--- src/rtl/uart_imem_loader_if.sv ---
// uart_imem_loader_if: instruction-memory write port (WE/A/WD).
interface uart_imem_loader_if;
    logic        WE;
    logic [31:0] A;
    logic [31:0] WD;
    modport master (output WE, A, WD);
    modport slave  (input  WE, A, WD);
endinterface

--- src/rtl/uart_imem_loader.sv ---
// uart_imem_loader: 8N1 UART receiver plus framed loader that writes words into instruction memory.
module uart_imem_loader #(
    parameter int          CLKS_PER_BIT = 87,
    parameter int          MEM_WORDS    = 20,
    parameter logic [7:0]  SYNC_BYTE    = 8'hA5
) (
    input  logic                CLK,
    input  logic                rst_n,
    input  logic                rx,
    uart_imem_loader_if.master  mem,
    output logic                busy,
    output logic                done,
    output logic                err
);
    localparam int          CW   = $clog2(CLKS_PER_BIT + 1);
    localparam int          IW   = $clog2(MEM_WORDS + 1);
    localparam logic [CW-1:0] FULL = CW'(CLKS_PER_BIT - 1);
    localparam logic [CW-1:0] HALF = CW'(CLKS_PER_BIT / 2);
    localparam logic [7:0]  MAXN = 8'(MEM_WORDS);

    typedef enum logic [1:0] {RX_IDLE, RX_START, RX_DATA, RX_STOP} rx_state_t;
    typedef enum logic [1:0] {IDLE, COUNT, DATA, WRITE} ld_state_t;

    rx_state_t       rx_st;
    ld_state_t       state;
    logic [2:0]      rx_sync;
    logic [CW-1:0]   cnt;
    logic [2:0]      bit_i;
    logic [7:0]      rx_byte;
    logic            rx_valid;
    logic            rx_ferr;
    logic [7:0]      n;
    logic [IW-1:0]   idx;
    logic [1:0]      bidx;
    logic [23:0]     wbuf;
    logic            rx_s;
    logic            rx_fall;

    // rx_sync[1] is the synchronized line, rx_sync[2] its previous value for edge detection
    assign rx_s    = rx_sync[1];
    assign rx_fall = ~rx_sync[1] & rx_sync[2];

    always_ff @(posedge CLK or negedge rst_n) begin
        if (!rst_n) begin
            rx_sync  <= 3'b111;
            rx_st    <= RX_IDLE;
            cnt      <= '0;
            bit_i    <= '0;
            rx_byte  <= '0;
            rx_valid <= 1'b0;
            rx_ferr  <= 1'b0;
        end else begin
            rx_sync  <= {rx_sync[1:0], rx};
            rx_valid <= 1'b0;
            rx_ferr  <= 1'b0;
            cnt      <= cnt + 1'b1;
            case (rx_st)
                RX_IDLE: begin
                    cnt <= '0;
                    if (rx_fall) rx_st <= RX_START;
                end
                RX_START: if (cnt == HALF) begin
                    cnt   <= '0;
                    bit_i <= '0;
                    rx_st <= rx_s ? RX_IDLE : RX_DATA;
                end
                RX_DATA: if (cnt == FULL) begin
                    cnt     <= '0;
                    rx_byte <= {rx_s, rx_byte[7:1]};
                    bit_i   <= bit_i + 1'b1;
                    if (bit_i == 3'd7) rx_st <= RX_STOP;
                end
                RX_STOP: if (cnt == FULL) begin
                    rx_valid <= rx_s;
                    rx_ferr  <= ~rx_s;
                    rx_st    <= RX_IDLE;
                end
                default: rx_st <= RX_IDLE;
            endcase
        end
    end

    always_ff @(posedge CLK or negedge rst_n) begin
        if (!rst_n) begin
            state  <= IDLE;
            busy   <= 1'b0;
            done   <= 1'b0;
            err    <= 1'b0;
            mem.WE <= 1'b0;
            mem.A  <= '0;
            mem.WD <= '0;
            n      <= '0;
            idx    <= '0;
            bidx   <= '0;
            wbuf   <= '0;
        end else begin
            done   <= 1'b0;
            mem.WE <= 1'b0;
            if (rx_ferr) begin
                err <= 1'b1;
                if (busy) begin
                    busy  <= 1'b0;
                    state <= IDLE;
                end
            end else begin
                case (state)
                    IDLE: if (rx_valid && rx_byte == SYNC_BYTE) begin
                        err   <= 1'b0;
                        busy  <= 1'b1;
                        state <= COUNT;
                    end
                    COUNT: if (rx_valid) begin
                        n    <= rx_byte;
                        idx  <= '0;
                        bidx <= '0;
                        if (rx_byte == 8'd0) begin
                            done  <= 1'b1;
                            busy  <= 1'b0;
                            state <= IDLE;
                        end else if (rx_byte > MAXN) begin
                            err   <= 1'b1;
                            busy  <= 1'b0;
                            state <= IDLE;
                        end else state <= DATA;
                    end
                    // Word is issued on the 4th byte so WE is high exactly during WRITE
                    DATA: if (rx_valid) begin
                        wbuf <= {rx_byte, wbuf[23:8]};
                        bidx <= bidx + 1'b1;
                        if (bidx == 2'd3) begin
                            mem.WE <= 1'b1;
                            mem.A  <= {{(30-IW){1'b0}}, idx, 2'b00};
                            mem.WD <= {rx_byte, wbuf};
                            state  <= WRITE;
                        end
                    end
                    WRITE: begin
                        idx <= idx + 1'b1;
                        if ({{(8-IW){1'b0}}, idx + IW'(1)} == n) begin
                            done  <= 1'b1;
                            busy  <= 1'b0;
                            state <= IDLE;
                        end else state <= DATA;
                    end
                    default: state <= IDLE;
                endcase
            end
        end
    end
endmodule

--- src/flat_wrapper.sv ---
// flat-port wrapper written by rule: the top's interface ports become plain ports
module uart_imem_loader_flat 
#(
    parameter int          CLKS_PER_BIT = 87,
    parameter int          MEM_WORDS    = 20,
    parameter logic [7:0]  SYNC_BYTE    = 8'hA5
)
  (CLK, rst_n, rx, busy, done, err, mem_WE, mem_A, mem_WD);
  uart_imem_loader_if mem_i ();
  input  logic CLK;
  input  logic rst_n;
  input  logic rx;
  output logic busy;
  output logic done;
  output logic err;
  output wire logic [$bits(mem_i.WE)-1:0] mem_WE;
  output wire logic [$bits(mem_i.A)-1:0] mem_A;
  output wire logic [$bits(mem_i.WD)-1:0] mem_WD;
  assign mem_WE = mem_i.WE;
  assign mem_A = mem_i.A;
  assign mem_WD = mem_i.WD;
  uart_imem_loader #(.CLKS_PER_BIT(CLKS_PER_BIT), .MEM_WORDS(MEM_WORDS), .SYNC_BYTE(SYNC_BYTE)) u_core (.CLK(CLK), .rst_n(rst_n), .rx(rx), .mem(mem_i), .busy(busy), .done(done), .err(err));
endmodule
--- config.mk ---
export PLATFORM = sky130hd
export DESIGN_NAME = uart_imem_loader_flat
export DESIGN_NICKNAME = d
export VERILOG_FILES = /design/src/rtl/uart_imem_loader_if.sv /design/src/rtl/uart_imem_loader.sv /design/src/flat_wrapper.sv
export SDC_FILE = /design/constraint.sdc
export NUM_CORES = 1
export LEC_CHECK = 0
export CORE_ASPECT_RATIO = 1.2
export CORE_UTILIZATION = 35
export DETAILED_ROUTE_END_ITERATION = 8
export PLACE_DENSITY = 0.65
export SLEW_MARGIN = 25
export SYNTH_ARGS = -nofsm -noshare
export SYNTH_HDL_FRONTEND = slang
export SYNTH_SLANG_ARGS = --single-unit
--- constraint.sdc ---
create_clock -name CLK -period 2.4 [get_ports CLK]
set_input_delay 0.36 -clock CLK [delete_from_list [all_inputs] [get_ports CLK]]
set_output_delay 0.36 -clock CLK [all_outputs]
set_load 0.02 [all_outputs]
### Word level (Yosys, flattened, before mapping)

Cells that the tools add are included.

| storage, ports and cells | value |
|---|---|
| word-level logic and storage cells | 128 |
| input port bits | 3 |
| output and inout bits | 68 |
| bits in registers | 107 |

| cells by class | value |
|---|---|
| bitwise gates (word level) | 3 |
| order comparisons | 1 |
| add/sub/neg operators | 4 |
| muxes and demuxes | 54 |
| equal/unequal tests | 28 |
| reductions and logical operators | 20 |

Operator list:

| operator | number |
|---|---|
| $mux W2 | 17 |
| $mux W1 | 23 |
| $pmux W7 S3 | 1 |
| $reduce_and A5 Y1 | 4 |
| $ne A3 B1 Y1 const B | 6 |
| $ne A2 B1 Y1 const B | 8 |
| $pmux W2 S4 | 2 |
| $mux W7 | 2 |
| $reduce_and A3 Y1 | 4 |
| $eq A2 B2 Y1 const B | 5 |
| $pmux W5 S2 | 1 |
| $eq A5 B8 Y1 | 1 |
| $eq A8 B8 Y1 const B | 1 |
| $gt A8 B5 Y1 const B | 1 |
| $logic_not A8 Y1 | 1 |
| $reduce_and A4 Y1 | 2 |
| $add A7 B1 Y7 const B | 1 |
| $eq A7 B6 Y1 const B | 1 |
| $eq A7 B7 Y1 const B | 1 |
| $mux W3 | 2 |
| $pmux W3 S2 | 1 |
| $reduce_bool A2 Y1 | 3 |
| $add A5 B1 Y5 const B | 1 |
| $mux W5 | 1 |
| other kinds (16) | 20 |

### Longest topological paths before layout

Gate-level depths: netlist of run 1.

| logic depth | value |
|---|---|
| depth after elaboration | 6 |
| mapped depth | 8 |
| mapped depth without buffers | 7 |

### Worst setup path after synthesis of run 1

No wires, ideal clock.

| path | value |
|---|---|
| kind | reg2reg |
| from | register u_core.state[0] |
| to | register u_core.mem.WD[24] |
| required time | 2.275 ns |
| slack | 0.316 ns |
| arrival | 1.959 ns |
| stages on the path, launching flop included | 8 |
| setup time | 0.125 ns |
| buffers on the path | 2 |
| clock period less this slack | 2.084 ns |
| path through | dfrtp_1 inv_1 ha_1 nor2b_1 nand3_1 clkbuf_1 buf_1 mux2_2 |

| between the ends | value |
|---|---|
| cells in the longest elaborated chain, start to end | 2 |

RTL lines:

| what | RTL line | text |
|---|---|---|
| start, declared | uart_imem_loader.sv:25 | `ld_state_t state;` |
| start signal, assigned | uart_imem_loader.sv:85 | `state <= IDLE;` |
| start signal, assigned | uart_imem_loader.sv:103 | `state <= IDLE;` |
| start signal, assigned | uart_imem_loader.sv:110 | `state <= COUNT;` |
| $eq A2 B2 Y1 | uart_imem_loader.sv:106 | `case (state)` |
| $reduce_and A4 Y1 (no line) | - |  |
| end signal, assigned | uart_imem_loader.sv:133 | `mem.WD <= {rx_byte, wbuf};` |
| end, declared | uart_imem_loader_if.sv:6 | `modport master (output WE, A, WD);` |

Every way passes these cells.
A chain may end at the register's enable or synchronous reset.

### Worst setup path in the final report of run 1

| path | value |
|---|---|
| from | register u_core.idx[0] |
| to | register u_core.busy |

| between the ends | value |
|---|---|
| cells in the longest elaborated chain, start to end | 4 |

RTL lines:

| what | RTL line | text |
|---|---|---|
| start, declared | uart_imem_loader.sv:33 | `logic [IW-1:0] idx;` |
| start signal, assigned | uart_imem_loader.sv:138 | `idx <= idx + 1'b1;` |
| $add A5 B1 Y5 | uart_imem_loader.sv:139 | `if ({{(8-IW){1'b0}}, idx + IW'(1)} == n) begin` |
| $eq A5 B8 Y1 | uart_imem_loader.sv:139 |  |
| $ne A3 B1 Y1 (no line) | - |  |
| $reduce_and A5 Y1 (no line) | - |  |
| end signal, assigned | uart_imem_loader.sv:118 | `busy <= 1'b0;` |
| end signal, assigned | uart_imem_loader.sv:122 | `busy <= 1'b0;` |
| end signal, assigned | uart_imem_loader.sv:141 | `busy <= 1'b0;` |
| end, declared | uart_imem_loader.sv:11 | `output logic busy,` |

Every way passes these cells.

==> results of run 1 <==
-- power breakdown --
part	internal, W	total, W	switching (W)
sequential	0.00186	0.00190	0.0000480
combinational	0.000113	0.000341	0.000228
clock	0.000741	0.00141	0.000664
total	0.00271	0.00365	0.000940
-- final timing paths --
check,from,endpoint
max,u_core.idx[0],u_core.busy
min reg2reg,u_core.rx_sync[0],u_core.rx_sync[1]
min,rst_n,u_core.cnt[6]
max in group asynchronous,rst_n,u_core.mem.WD[4]
max reg2reg,u_core.idx[0],u_core.busy
min in group CLK,u_core.rx_sync[0],u_core.rx_sync[1]
-- logic make-up (layout without fill, tap and decap cells) --
| family | count (synthesis) | in the layout | synth area share [%] |
|---|---|---|---|
| other | 1 | 27 | 0.0789 |
| muxes | 79 | 79 | 18.7 |
| AOI/OAI and AO/OA | 38 | 38 | 5.58 |
| xor gates and xnor gates | 13 | 13 | 2.40 |
| adders and majority gates | 14 | 14 | 3.69 |
| DFF | 107 | 107 | 56.4 |
| and+or+nand+nor | 69 | 69 | 7.03 |
| buffers and inverters | 50 | 79 | 6.08 |
-- state kept, by name, indices dropped and copies added (netlist names), 2 cells and up, named ones only --
| signal | flops |
|---|---|
| u_core.rx_byte | 8 |
| u_core.rx_sync | 3 |
| u_core.idx | 5 |
| u_core.mem.WD | 32 |
| u_core.state | 2 |
| u_core.cnt | 7 |
| u_core.bit_i | 3 |
| u_core.wbuf | 24 |
| u_core.mem.A | 5 |
| u_core.bidx | 2 |
| u_core.n | 8 |
-- cell usage after synthesis (2+ instances only) --
cell / n
sky130_fd_sc_hd__nor3_1: 5
sky130_fd_sc_hd__nand2b_1: 3
sky130_fd_sc_hd__buf_4: 27
sky130_fd_sc_hd__nand2_1: 19
sky130_fd_sc_hd__mux2_2: 78
sky130_fd_sc_hd__o22ai_1: 2
sky130_fd_sc_hd__o21ai_0: 11
sky130_fd_sc_hd__a22o_1: 3
sky130_fd_sc_hd__nand3_1: 10
sky130_fd_sc_hd__ha_1: 14
sky130_fd_sc_hd__buf_1: 2
sky130_fd_sc_hd__nor2_1: 16
sky130_fd_sc_hd__o21a_1: 2
sky130_fd_sc_hd__dfstp_2: 3
sky130_fd_sc_hd__nor4_1: 4
sky130_fd_sc_hd__or3_1: 2
sky130_fd_sc_hd__inv_1: 13
sky130_fd_sc_hd__xnor2_1: 8
sky130_fd_sc_hd__nor2b_1: 3
sky130_fd_sc_hd__a21oi_1: 5
sky130_fd_sc_hd__a221oi_1: 2
sky130_fd_sc_hd__dfrtp_1: 104
sky130_fd_sc_hd__and3_1: 2
sky130_fd_sc_hd__a2bb2oi_1: 2
sky130_fd_sc_hd__clkbuf_1: 8
sky130_fd_sc_hd__o41ai_1: 3
sky130_fd_sc_hd__xor2_1: 5
-- metal layers --
metal	vias to the layer above	GRT usage, %
li1	1354	-
met1	1437	17.3
met2	56	21.3
met3	11	2.87
met4	0	5.80
met5	-	0
-- area by class of cell --
cell class	instances	area share [%]
clock buffer	10	4.27
sequential	107	47.9
multi-input combinational	240	33.6
tap	168	3.75
inverter	13	0.871
clock inverter	6	0.849
timing repair buffer	50	8.80
-- critical path, delay by kind of cell, from the launching register on --
kind	cells	cell delay, ps
AOI/OAI and AO/OA	1	150
xor gates and xnor gates	1	160
and+or+nand+nor	3	1070
adders and majority gates	1	250
DFF	1	440
-- metrics by stage --
stage | hold WS (ps) | area [um^2] | instances | setup slack [ps] | utilization [%]
after CTS | 44.4 | 5600 | 594 | 288 | 42.3
after detailed placement | 349 | 5320 | 578 | 309 | 40.2
after global routing | 63.3 | 5600 | 594 | 139 | 42.3
after floorplan | 64.4 | 4850 | 397 | 316 | -
final | 15.1 | 5600 | 594 | 268 | 42.3
after global placement | 345 | 5320 | 578 | 346 | 40.2
==> impl_metrics.prom, run 1 <==
# TYPE chip_impl_metric gauge
chip_impl_metric{name="power.ir.vdd_worst",unit="mV"} 0.491
chip_impl_info{name="yosys-top-cells-area",value="sky130_fd_sc_hd__dfrtp_1, sky130_fd_sc_hd__mux2_2, sky130_fd_sc_hd__buf_4"} 1
chip_impl_info{name="dominantRegCellSynth",value="sky130_fd_sc_hd__dfrtp_1"} 1
chip_impl_metric{name="detailed_router_iteration_count_before_antenna_repair",unit=""} 4
chip_impl_metric{name="clkSlewWorstSetupHoldPaths",unit="ps"} 70
chip_impl_info{name="tritoncts",value="yes"} 1
chip_impl_info{name="top_layer",value="met4"} 1
chip_impl_metric{name="routedLengthMet1",unit="um"} 3860
chip_impl_metric{name="synth_enable_flop_cells",unit=""} 0
chip_impl_metric{name="clock_sinks",unit=""} 107
chip_impl_metric{name="max_stage_delay",unit="ps"} 560
chip_impl_metric{name="critPathRequiredTime",unit="ps"} 2670
chip_impl_metric{name="postSynthRegisterBits",unit=""} 107
chip_impl_metric{name="number_of_max_slew_violations_in_the_final_report",unit=""} 0
chip_impl_metric{name="clk_latency",unit="ps"} 350
chip_impl_metric{name="placement.io_buffers",unit=""} 43
chip_impl_metric{name="powerDensity",unit="nW/um^2"} 652
chip_impl_metric{name="max-clock-path-buffers",unit=""} 2
chip_impl_metric{name="yosysSeqAreaShare",unit="%"} 56.4
chip_impl_metric{name="chipHeight",unit="um"} 130
chip_impl_info{name="worst_setup_path_class",value="reg -> reg"} 1
chip_impl_metric{name="design.portCount",unit=""} 71
chip_impl_metric{name="timing.reg2reg.worst_path_depth",unit=""} 6
chip_impl_metric{name="grt_antenna_before_repair",unit=""} 0
chip_impl_metric{name="wl_met2",unit="um"} 4100
chip_impl_metric{name="timing.clock.skew",unit="ps"} 10.4
chip_impl_info{name="timing.critical_path.slowest_stage_cell",value="sky130_fd_sc_hd__or4_4"} 1
chip_impl_metric{name="wire_length_of_the_first_global_routing_pass",unit="um"} 14600
chip_impl_metric{name="timing.critical_path.arrival",unit="ps"} 2400
chip_impl_metric{name="synth.cell_area",unit="um^2"} 4750
chip_impl_metric{name="synthCells",unit=""} 371
chip_impl_metric{name="grt_start_max_net_pins",unit=""} 47
chip_impl_metric{name="critical_path.max_fanout",unit=""} 6
chip_impl_metric{name="cts-resized-gates",unit=""} 0
chip_impl_metric{name="synth_top_area_share",unit="%"} 54.8
chip_impl_metric{name="die_footprint",unit="um^2"} 14000
chip_impl_metric{name="seq_area",unit="um^2"} 2680
chip_impl_metric{name="total_vias_in_the_final_route",unit=""} 2858
chip_impl_info{name="run_status",value="completed"} 1
chip_impl_metric{name="drt_first_iter_violations",unit=""} 102
chip_impl_metric{name="initial_utilization",unit="%"} 35.9
chip_impl_metric{name="final_period_minus_worst_setup_slack",unit="ps"} 2130
chip_impl_metric{name="post_cts_buffers",unit=""} 0
chip_impl_info{name="critPathCaptureType",value="register"} 1
chip_impl_info{name="min-delay-path-class",value="in -> async"} 1
chip_impl_metric{name="avgRoutedWirePerCell",unit="um"} 14.1
chip_impl_metric{name="place_congestion",unit=""} 0.808
chip_impl_info{name="setup_repair_after_global_routing_missed_its_margin",value="false"} 1
chip_impl_metric{name="drt_wl_total",unit="um"} 8370
chip_impl_metric{name="avgSynthCellArea",unit="um^2"} 12.8
chip_impl_metric{name="timing.final.hold_violations",unit=""} 0
chip_impl_info{name="cts-root-buf",value="sky130_fd_sc_hd__clkbuf_16"} 1
chip_impl_metric{name="finalCritPeriodShare",unit="%"} 88.8
chip_impl_info{name="most-common-layout-cells",value="sky130_fd_sc_hd__dfrtp_1, sky130_fd_sc_hd__mux2_2, sky130_fd_sc_hd__clkdlybuf4s50_1"} 1
chip_impl_metric{name="setup_tns",unit="ps"} 0
chip_impl_metric{name="dieWidth",unit="um"} 108
chip_impl_metric{name="fillCellCount",unit=""} 1265
chip_impl_metric{name="syn_to_final_growth",unit="%"} 17.9
chip_impl_metric{name="htree_num_levels",unit=""} 3
chip_impl_metric{name="multi_input_area",unit="um^2"} 1880
chip_impl_info{name="synth_top_area_cell",value="sky130_fd_sc_hd__dfrtp_1"} 1
chip_impl_info{name="crit_path_cell_trace",value="ha_1 > nand3_1 > xnor2_1 > or4_4 > or3_1 > a21oi_1"} 1
chip_impl_metric{name="cts_hold_repair.buffers",unit=""} 0
chip_impl_metric{name="timing.fmax",unit="MHz"} 469
chip_impl_metric{name="timing.slew.headroom",unit="%"} 58.7
chip_impl_metric{name="post_layout_total_power",unit="W"} 0.00365
chip_impl_metric{name="transition_time_at_the_pin_with_the_least_slew_margin",unit="ps"} 614
chip_impl_info{name="layout.cells.most_common",value="sky130_fd_sc_hd__dfrtp_1"} 1
chip_impl_metric{name="reg2reg_slack",unit="ps"} 270
chip_impl_metric{name="static-leakage-power",unit="nW"} 2.74
chip_impl_metric{name="drcViolationCount",unit=""} 0
chip_impl_metric{name="wl_met3",unit="um"} 264
chip_impl_metric{name="timing.max_cap.violations",unit=""} 0
chip_impl_metric{name="ant_nets",unit=""} 0
chip_impl_metric{name="grt_pass1_vias",unit=""} 2893
chip_impl_metric{name="synth_warnings",unit=""} 0
chip_impl_metric{name="grt.overflow.total",unit=""} 0
chip_impl_metric{name="via_per_inst",unit=""} 4.81
chip_impl_metric{name="asyncSetResetFlopFracSynth",unit="%"} 100
chip_impl_metric{name="synth.lib_cells_used.distinct",unit=""} 42
chip_impl_metric{name="antennaDiodeCount",unit=""} 0
chip_impl_metric{name="grt_use_total",unit="%"} 13.3
chip_impl_metric{name="layout.nets",unit=""} 438
chip_impl_metric{name="cts_bufs_inserted",unit=""} 9
chip_impl_info{name="critPathLaunchType",value="register"} 1
chip_impl_metric{name="finalSetupViolCount",unit=""} 0
chip_impl_metric{name="place_hpwl",unit="um"} 5860
chip_impl_metric{name="coreArea",unit="um^2"} 13200
chip_impl_metric{name="core.rowCount",unit=""} 46
chip_impl_metric{name="final_layout_size_suffix_gt1_share",unit="%"} 25.4
Note: power is estimated with default switching activity, not from simulation.
==> inputs of run 2 (changes only) <==
CORE_UTILIZATION = 54   (was 35)
PLACE_DENSITY = 0.89   (was 0.65)
==> run 2 against run 1 <==
Effect of this change:
- maximum frequency is 5.1% lower
- non-clock buffer count is 2 lower
- count of clock-buffer cells in the layout stayed put
- clock skew is 1.5 ps higher
- first-iteration DRC count is 26% higher
- cell count is 8.9% lower
==> impl_metrics.prom, run 2 (synthesis results as in run 1) <==
# TYPE chip_impl_metric gauge
chip_impl_info{name="run_status",value="completed"} 1
chip_impl_metric{name="cts_hold_repair.buffers",unit=""} 0
chip_impl_metric{name="post_layout_total_power",unit="W"} 0.00330
chip_impl_metric{name="worstPathBufferInverterCount",unit=""} 0
chip_impl_metric{name="transition_time_at_the_pin_with_the_least_slew_margin",unit="ps"} 663
chip_impl_metric{name="design.portCount",unit=""} 71
chip_impl_metric{name="initial_utilization",unit="%"} 55.5
chip_impl_metric{name="static-leakage-power",unit="nW"} 2.69
chip_impl_info{name="min-delay-path-class",value="in -> async"} 1
chip_impl_metric{name="core.rowCount",unit=""} 37
chip_impl_metric{name="final_layout_size_suffix_gt1_share",unit="%"} 25.0
chip_impl_info{name="crit_path_cell_trace",value="ha_1 > nand3_1 > xnor2_1 > or4_4 > a221oi_1 > o22ai_1"} 1
chip_impl_metric{name="cts-resized-gates",unit=""} 0
chip_impl_metric{name="placement.io_buffers",unit=""} 43
chip_impl_metric{name="die_footprint",unit="um^2"} 9180
chip_impl_metric{name="detailed_router_iteration_count_before_antenna_repair",unit=""} 4
chip_impl_info{name="critPathLaunchType",value="register"} 1
chip_impl_metric{name="timing.clock.skew",unit="ps"} 11.9
chip_impl_info{name="crit_family",value="simple AND/OR/NAND/NOR gates"} 1
chip_impl_metric{name="timing.critical_path.arrival",unit="ps"} 2490
chip_impl_info{name="tritoncts",value="yes"} 1
chip_impl_metric{name="finalSetupViolCount",unit=""} 0
chip_impl_metric{name="final_period_minus_worst_setup_slack",unit="ps"} 2250
chip_impl_metric{name="finalCritPeriodShare",unit="%"} 93.6
chip_impl_metric{name="drt_first_iter_violations",unit=""} 129
chip_impl_metric{name="setup_tns",unit="ps"} 0
chip_impl_metric{name="clk_latency",unit="ps"} 370
chip_impl_metric{name="place_hpwl",unit="um"} 5750
chip_impl_metric{name="final_core_util",unit="%"} 63.5
chip_impl_metric{name="cts_bufs_inserted",unit=""} 9
chip_impl_metric{name="antennaDiodeCount",unit=""} 0
chip_impl_metric{name="max-clock-path-buffers",unit=""} 2
chip_impl_metric{name="via_per_inst",unit=""} 5.36
chip_impl_info{name="rr_startpoint",value="u_core.idx[0]"} 1
chip_impl_info{name="timing.critical_path.slowest_stage_cell",value="sky130_fd_sc_hd__or4_4"} 1
chip_impl_metric{name="avgRoutedWirePerCell",unit="um"} 15.5
chip_impl_metric{name="flip_flop_count_of_the_largest_register_all_copies_and_words_added",unit=""} 32
chip_impl_metric{name="coreArea",unit="um^2"} 8560
chip_impl_info{name="critPathCaptureType",value="register"} 1
chip_impl_info{name="cts-root-buf",value="sky130_fd_sc_hd__clkbuf_8"} 1
chip_impl_metric{name="syn_to_final_growth",unit="%"} 14.5
chip_impl_metric{name="place_congestion",unit=""} 0.869
chip_impl_metric{name="clock_sinks",unit=""} 107
chip_impl_metric{name="timing.slew.headroom",unit="%"} 55.4
chip_impl_metric{name="number_of_max_slew_violations_in_the_final_report",unit=""} 0
chip_impl_metric{name="dieWidth",unit="um"} 87.6
chip_impl_metric{name="total_vias_in_the_final_route",unit=""} 2902
chip_impl_metric{name="grt_pass1_vias",unit=""} 3033
chip_impl_info{name="most-common-layout-cells",value="sky130_fd_sc_hd__dfrtp_1, sky130_fd_sc_hd__mux2_2, sky130_fd_sc_hd__clkdlybuf4s50_1"} 1
chip_impl_metric{name="max_stage_delay",unit="ps"} 560
chip_impl_metric{name="chipHeight",unit="um"} 105
chip_impl_metric{name="grt_start_max_net_pins",unit=""} 108
chip_impl_metric{name="power.ir.vdd_worst",unit="mV"} 0.541
chip_impl_metric{name="critical_path.max_fanout",unit=""} 6
chip_impl_metric{name="wire_length_of_the_first_global_routing_pass",unit="um"} 14500
chip_impl_metric{name="fillCellCount",unit=""} 636
chip_impl_info{name="worst_setup_path_class",value="reg -> reg"} 1
chip_impl_metric{name="timing.final.hold_violations",unit=""} 0
chip_impl_info{name="setup_repair_after_global_routing_missed_its_margin",value="false"} 1
chip_impl_metric{name="timing.fmax",unit="MHz"} 445
chip_impl_metric{name="post_cts_buffers",unit=""} 0
chip_impl_metric{name="drt_wl_total",unit="um"} 8400
chip_impl_metric{name="grt_antenna_before_repair",unit=""} 0
chip_impl_metric{name="clkSlewWorstSetupHoldPaths",unit="ps"} 100
chip_impl_metric{name="timing.max_cap.violations",unit=""} 0
chip_impl_metric{name="grt_use_total",unit="%"} 20.6
chip_impl_metric{name="grt.overflow.total",unit=""} 0
chip_impl_metric{name="ant_nets",unit=""} 0
chip_impl_info{name="regMostFlops",value="u_core.mem.WD"} 1
chip_impl_metric{name="critPathRequiredTime",unit="ps"} 2640
chip_impl_info{name="biggest_registers_after_layout",value="u_core.mem.WD (32), u_core.wbuf (24)"} 1
chip_impl_metric{name="htree_num_levels",unit=""} 3
chip_impl_metric{name="powerDensity",unit="nW/um^2"} 607
chip_impl_info{name="crit_start",value="u_core.idx[0]"} 1
chip_impl_metric{name="layout.nets",unit=""} 436
chip_impl_info{name="layout.cells.most_common",value="sky130_fd_sc_hd__dfrtp_1"} 1
chip_impl_metric{name="drcViolationCount",unit=""} 0
chip_impl_metric{name="hold_slack",unit="ps"} 25.3
## run 2: power by group
group	total (W)	internal [W]	switching [W]	leakage (nW)
registers	0.00191	0.00186	0.0000501	1.48
logic	0.000340	0.000114	0.000226	1.12
clock network	0.00106	0.000426	0.000632	0.0958
total	0.00330	0.00240	0.000908	2.69
## run 2: final cells by class
class | instances | area, um^2 | area share, %
timing repair buffer | 48 | 490 | 9.01
sequential | 107 | 2680 | 49.3
clock buffer | 10 | 138 | 2.53
clock inverter | 6 | 53.8 | 0.989
multi-input combinational | 240 | 1880 | 34.6
tap | 117 | 146 | 2.69
inverter | 13 | 48.8 | 0.897
## run 2: stage by stage
stage,std cells,worst slack [ps],cell area (um^2)
floorplan,397,316,4850
global placement,525,351,5250
detailed placement,525,259,5250
CTS,541,180,5440
global route,541,35.8,5440
finish,541,154,5440
## run 2: worst paths after layout
check	to	slack [ps]	cells after the start
setup reg to reg	u_core.state[1]	150	6
max in group asynchronous	u_core.wbuf[8]	1940	2
hold reg to reg	u_core.rx_sync[1]	360	0
hold / removal	u_core.rx_st[0]	30	2
min in group CLK	u_core.rx_sync[1]	360	0
setup / recovery	u_core.state[1]	150	6
## run 2: metal layers
metal / GRT usage, % / vias to the layer above / routed length [um]
li1: - / 1352 / -
met1: 25.1 / 1464 / 3530
met2: 35.3 / 71 / 4430
met3: 3.40 / 15 / 236
met4: 9.13 / 0 / 194
met5: 0 / - / 0
